## src/rtl/fwd_scoreboard.sv

```systemverilog
// Forwarding / hazard unit: per-port bypass selection across forwarding stages,
// load-use and RAW/WAW stall detection, and a scoreboard for long-latency ops.
module fwd_scoreboard #(
  parameter int NUM_REGS        = 32,
  parameter int NUM_RPORTS      = 2,
  parameter int NUM_FWD_STAGES  = 2,
  parameter int MAX_OUTSTANDING = 4,
  localparam int AW = $clog2(NUM_REGS),
  localparam int CW = $clog2(MAX_OUTSTANDING + 1),
  localparam int SW = $clog2(NUM_FWD_STAGES + 2)
) (
  input  logic                         i_clk,
  input  logic                         i_rst,
  input  logic [NUM_RPORTS*AW-1:0]     i_rs_addr,
  input  logic [NUM_RPORTS-1:0]        i_rs_used,
  input  logic [AW-1:0]                i_dst_addr,
  input  logic                         i_dst_we,
  input  logic [NUM_FWD_STAGES*AW-1:0] i_stg_rd_addr,
  input  logic [NUM_FWD_STAGES-1:0]    i_stg_we,
  input  logic [NUM_FWD_STAGES-1:0]    i_stg_valid,
  input  logic [NUM_FWD_STAGES-1:0]    i_stg_data_rdy,
  input  logic                         i_issue_valid,
  input  logic [AW-1:0]                i_issue_rd,
  input  logic                         i_cmpl_valid,
  input  logic [AW-1:0]                i_cmpl_rd,
  input  logic                         i_flush,
  output logic [NUM_RPORTS*SW-1:0]     o_fwd_sel,
  output logic                         o_stall,
  output logic                         o_issue_accept,
  output logic [NUM_REGS-1:0]          o_busy,
  output logic [CW-1:0]                o_outstanding,
  output logic                         o_full,
  output logic                         o_cmpl_err
);

  logic [NUM_REGS-1:0]   busy_q, busy_d;
  logic [CW-1:0]         count_q, count_d;
  logic                  err_q, err_d;
  logic [NUM_RPORTS-1:0] port_stall;
  logic                  full;
  logic                  waw_stall;
  logic                  full_stall;
  logic                  cmpl_hit;
  logic                  issue_new;
  logic                  room;

  assign full = (count_q == CW'(MAX_OUTSTANDING));

  generate
    for (genvar gi = 0; gi < NUM_RPORTS; gi++) begin : g_port
      logic [AW-1:0] rs;
      logic [SW-1:0] sel;
      logic          stall;
      logic          found;

      assign rs = i_rs_addr[gi*AW +: AW];

      // Youngest matching stage decides; a not-ready result blocks older stages.
      always_comb begin
        sel   = '0;
        stall = 1'b0;
        found = 1'b0;
        for (int k = 0; k < NUM_FWD_STAGES; k++) begin
          if (!found && i_rs_used[gi] && i_stg_valid[k] && i_stg_we[k] &&
              (i_stg_rd_addr[k*AW +: AW] != '0) &&
              (i_stg_rd_addr[k*AW +: AW] == rs)) begin
            found = 1'b1;
            if (i_stg_data_rdy[k]) begin
              sel = SW'(k + 1);
            end else begin
              stall = 1'b1;
            end
          end
        end
        if (!found && i_rs_used[gi] && (rs != '0) && busy_q[rs]) begin
          if (i_cmpl_valid && (i_cmpl_rd == rs)) begin
            sel = SW'(NUM_FWD_STAGES + 1);
          end else begin
            stall = 1'b1;
          end
        end
      end

      assign o_fwd_sel[gi*SW +: SW] = sel;
      assign port_stall[gi]         = stall;
    end
  endgenerate

  assign waw_stall  = i_dst_we && (i_dst_addr != '0) && busy_q[i_dst_addr] &&
                      !(i_cmpl_valid && (i_cmpl_rd == i_dst_addr));
  assign full_stall = i_issue_valid && full && !i_cmpl_valid;

  assign o_stall        = (|port_stall || waw_stall || full_stall) && !i_flush;
  assign o_issue_accept = i_issue_valid && !o_stall && !i_flush;

  // An issue is tracked only if it adds a new busy register and a slot is free
  // after this cycle's completion, keeping count equal to the number of busy bits.
  always_comb begin
    cmpl_hit  = i_cmpl_valid && busy_q[i_cmpl_rd];
    room      = !full || cmpl_hit;
    issue_new = o_issue_accept && (i_issue_rd != '0) && room &&
                (!busy_q[i_issue_rd] || (cmpl_hit && (i_cmpl_rd == i_issue_rd)));

    busy_d  = busy_q;
    count_d = count_q;
    err_d   = err_q;

    if (i_cmpl_valid && !busy_q[i_cmpl_rd]) begin
      err_d = 1'b1;
    end
    if (cmpl_hit) begin
      busy_d[i_cmpl_rd] = 1'b0;
    end
    if (issue_new) begin
      busy_d[i_issue_rd] = 1'b1;
    end
    busy_d[0] = 1'b0;
    count_d   = count_q - CW'(cmpl_hit) + CW'(issue_new);
  end

  always_ff @(posedge i_clk) begin
    if (i_rst) begin
      busy_q  <= '0;
      count_q <= '0;
      err_q   <= 1'b0;
    end else begin
      busy_q  <= busy_d;
      count_q <= count_d;
      err_q   <= err_d;
    end
  end

  assign o_busy        = busy_q;
  assign o_outstanding = count_q;
  assign o_full        = full;
  assign o_cmpl_err    = err_q;

endmodule

```

## config.mk

```make
export PLATFORM = sky130hd
export DESIGN_NAME = fwd_scoreboard
export DESIGN_NICKNAME = d
export VERILOG_FILES = /design/src/rtl/fwd_scoreboard.sv
export SDC_FILE = /design/constraint.sdc
export NUM_CORES = 1
export LEC_CHECK = 0
export CORE_MARGIN = 2
export CORE_UTILIZATION = 55
export CTS_CLUSTER_DIAMETER = 100
export DETAILED_ROUTE_END_ITERATION = 12
export PLACE_DENSITY = 0.87
export SLEW_MARGIN = 20
export SYNTH_ARGS = -nofsm -noshare
export SYNTH_HDL_FRONTEND = slang
export SYNTH_SLANG_ARGS = --single-unit
export TNS_END_PERCENT = 100
```

## constraint.sdc

```tcl
create_clock -name i_clk -period 9.3 [get_ports i_clk]
set_input_delay 1.395 -clock i_clk [delete_from_list [all_inputs] [get_ports i_clk]]
set_output_delay 1.395 -clock i_clk [all_outputs]
set_load 0.01 [all_outputs]
```

==> results.yml <==
global_route:
  grt_pass1_vias: 4177
  antenna_found_initial: 0
  grt_use_met3_pct: 6.06
  grt_remaining_overflow: 0
  grt_pass1_wl_um: 20900
  grt_max_degree: 40
  grt_usage_pct: 34.7
  grt.met1_usage_pct: 42.2
  grt.busiest_layer: "met2"
  grtUsageMet2_pct: 57.5
status:
  outcome: "finished, final reports clean"
cts:
  cts_hold_buf: 0
  clk-insertion-delay-late_ps: 290
  tritoncts: "yes"
  htree_levels: 2
  cts_made_buffers: 5
  post_cts.repair.setup_buffers: 0
  path_clk_slew_ps: 70
  cts.sinks: 35
  cts_buffer_depth: 2
  cts_resized: 0
  cts-root-buf: "clkbuf_8"
critical_path:
  crit_path_end_kind: "output pin"
  crit_fanout: 17
  critPathKind: "primary input to output pin"
  worstPathArrival_ps: 4800
  cp-start-kind: "primary input"
  cp.required_ps: 7910
timing:
  tns_ps: 0
  fin_skew_ps: 4.97
  setup_viol: 0
  min_period_ps: 6190
  hold_violations: 0
  rsz0062_at_grt: "false"
  hold_slack_ps: 477
  fin_crit_sh_pct: 66.6
  tightest_slew_ps: 1150
  slew-limit-headroom_pct: 22.9
  max_freq_ghz: 0.162
  drv_slew: 0
route:
  firstDrtPassIters: 5
  route.detailed.vias_per_inst: 6.89
  ant_nets: 0
  wire_per_inst_um: 21.9
  first_iter_violations: 379
  drc: 0
  vias: 4353
  routed_wl_um: 13800
finish:
  syn_to_final_growth_pct: 23.7
  fillers: 528
  post-route-util_pct: 71.3
  final_layout_size_suffix_gt1_share_pct: 5.41
  nNetsFinal: 587
  design_area_sq_mm: 0.00490
  diodes: 0
  seq_area_sq_um: 701
  multi_input_area_sq_mm: 0.00292
placement:
  gp_congestion: 1.02
  place_area_sq_mm: 0.00480
  port_buffers: 90
  hpwl_um: 9800
yosys:
  syn-num-nets: 533
  netlist_instances: 481
  ys_types: 65
  synth_top_flop_cell: "dfxtp_1"
  synth_top_area_cell: "dfxtp_1"
  synth.avg_cell_area_sq_um: 8.24
  yosysTopAreaCellShare_pct: 17.7
  ys_seq_area_share_pct: 17.7
  synth_area_sq_mm: 0.00396
  yosysMostFrequentCell: "mux2i_1"
  ys_warn_count: 0
  async_reset_ff_share_pct: 0
  ys_top_cells_by_area: "dfxtp_1 (18%), mux2i_1 (13%), o31ai_1 (6.1%)"
  ys_top_cells_by_count: "mux2i_1 (52), dfxtp_1 (35), inv_1 (35)"
  ys_ff_latch: 35
  synth-edff-count: 0
floorplanning:
  initial_utilization_pct: 57.7
  io_pins: 92
  dieWidth_um: 88.9
  dieArea_sq_mm: 0.00790
  rows: 30
  coreArea_sq_mm: 0.00687
  die_h_um: 88.9
job:
  max_cap_violations: 0
hold_path:
  min_path_type: "flip-flop to flip-flop"
power_and_ir_drop:
  ir_drop_v: 0.0000957
  p_leak_nw: 1.66
  powerDensity_mw_per_mm2: 80.5
==> per-stage QoR <==
stage               power, mW  worst slack (ps)  cells
finish                  0.395              3110    632
global route            0.407              2890    632
CTS                     0.391              3090    632
detailed placement      0.271              3070    624
global placement        0.268              3220    624
floorplan               0.230              4690    481
==> worst paths after layout <==
path	start	to	slack, ps	cells past startpoint
min	o_cmpl_err$_SDFFE_PP0P_	o_cmpl_err$_SDFFE_PP0P_	480	2
max reg2reg	o_busy[22]$_SDFF_PP0_	o_outstanding[2]$_SDFF_PP0_	5210	14
max	i_rs_addr[5]	o_stall	3110	8
min reg2reg	o_cmpl_err$_SDFFE_PP0P_	o_cmpl_err$_SDFFE_PP0P_	480	2
==> registers in the layout, summed over array words and instances, names as in the netlist <==
register,count
o_cmpl_err,1
o_outstanding,3
o_busy,31
==> metal layers <==
layer,up-vias,wire [um],share of wire (%)
met5,-,0,0
met4,0,716,5.2
met3,59,1310,9.4
met2,272,6350,46
met1,2089,5480,40
li1,1933,-,-
==> critical path, cell delays in order <==
cell and delay, ps:
clkdlybuf4s50_1 1000, mux2i_1 160, o311ai_0 310, a211oi_1 130
a2111oi_1 680, a41oi_2 320, a41oi_1 240, clkdlybuf4s50_1 570
==> kinds of logic after synthesis <==
logic type	Yosys count	synth area share, %
AND/OR/NAND/NOR	129	19.2
other	1	0.0946
AO/OA/AOI/OAI	125	23.7
flip-flops	35	17.7
buffers and inverters	82	9.00
multiplexers	64	19.9
XOR/XNOR	42	9.28
adder cells (fa/ha/maj)	3	1.14
==> layout make-up <==
| type | count | share of cell area, % |
|---|---|---|
| timing repair buffer | 92 | 18.7 |
| multi-input combinational | 364 | 59.7 |
| tap | 96 | 2.45 |
| clock buffer | 8 | 2.04 |
| inverter | 37 | 2.83 |
| sequential | 35 | 14.3 |
==> cells in the final DEF, fill, tap and decap left out, types with 12 or more instances in the layout <==
| cell | n |
|---|---|
| o31ai_1 | 32 |
| xor2_1 | 18 |
| nand3_1 | 15 |
| xnor2_1 | 24 |
| a211o_1 | 23 |
| inv_1 | 35 |
| mux2i_1 | 52 |
| dfxtp_1 | 35 |
| o22ai_1 | 12 |
| nor3_1 | 12 |
| nor2_1 | 14 |
| nor2b_1 | 12 |
| clkdlybuf4s50_1 | 90 |
| o21ai_0 | 15 |
| nand2_1 | 15 |
==> power breakdown <==
group / total, mW / internal [mW] / switching, mW
logic: 0.117 / 0.0520 / 0.0655
clock network: 0.125 / 0.0676 / 0.0570
registers: 0.153 / 0.151 / 0.00162
Note: power is estimated with default switching activity, not from simulation.
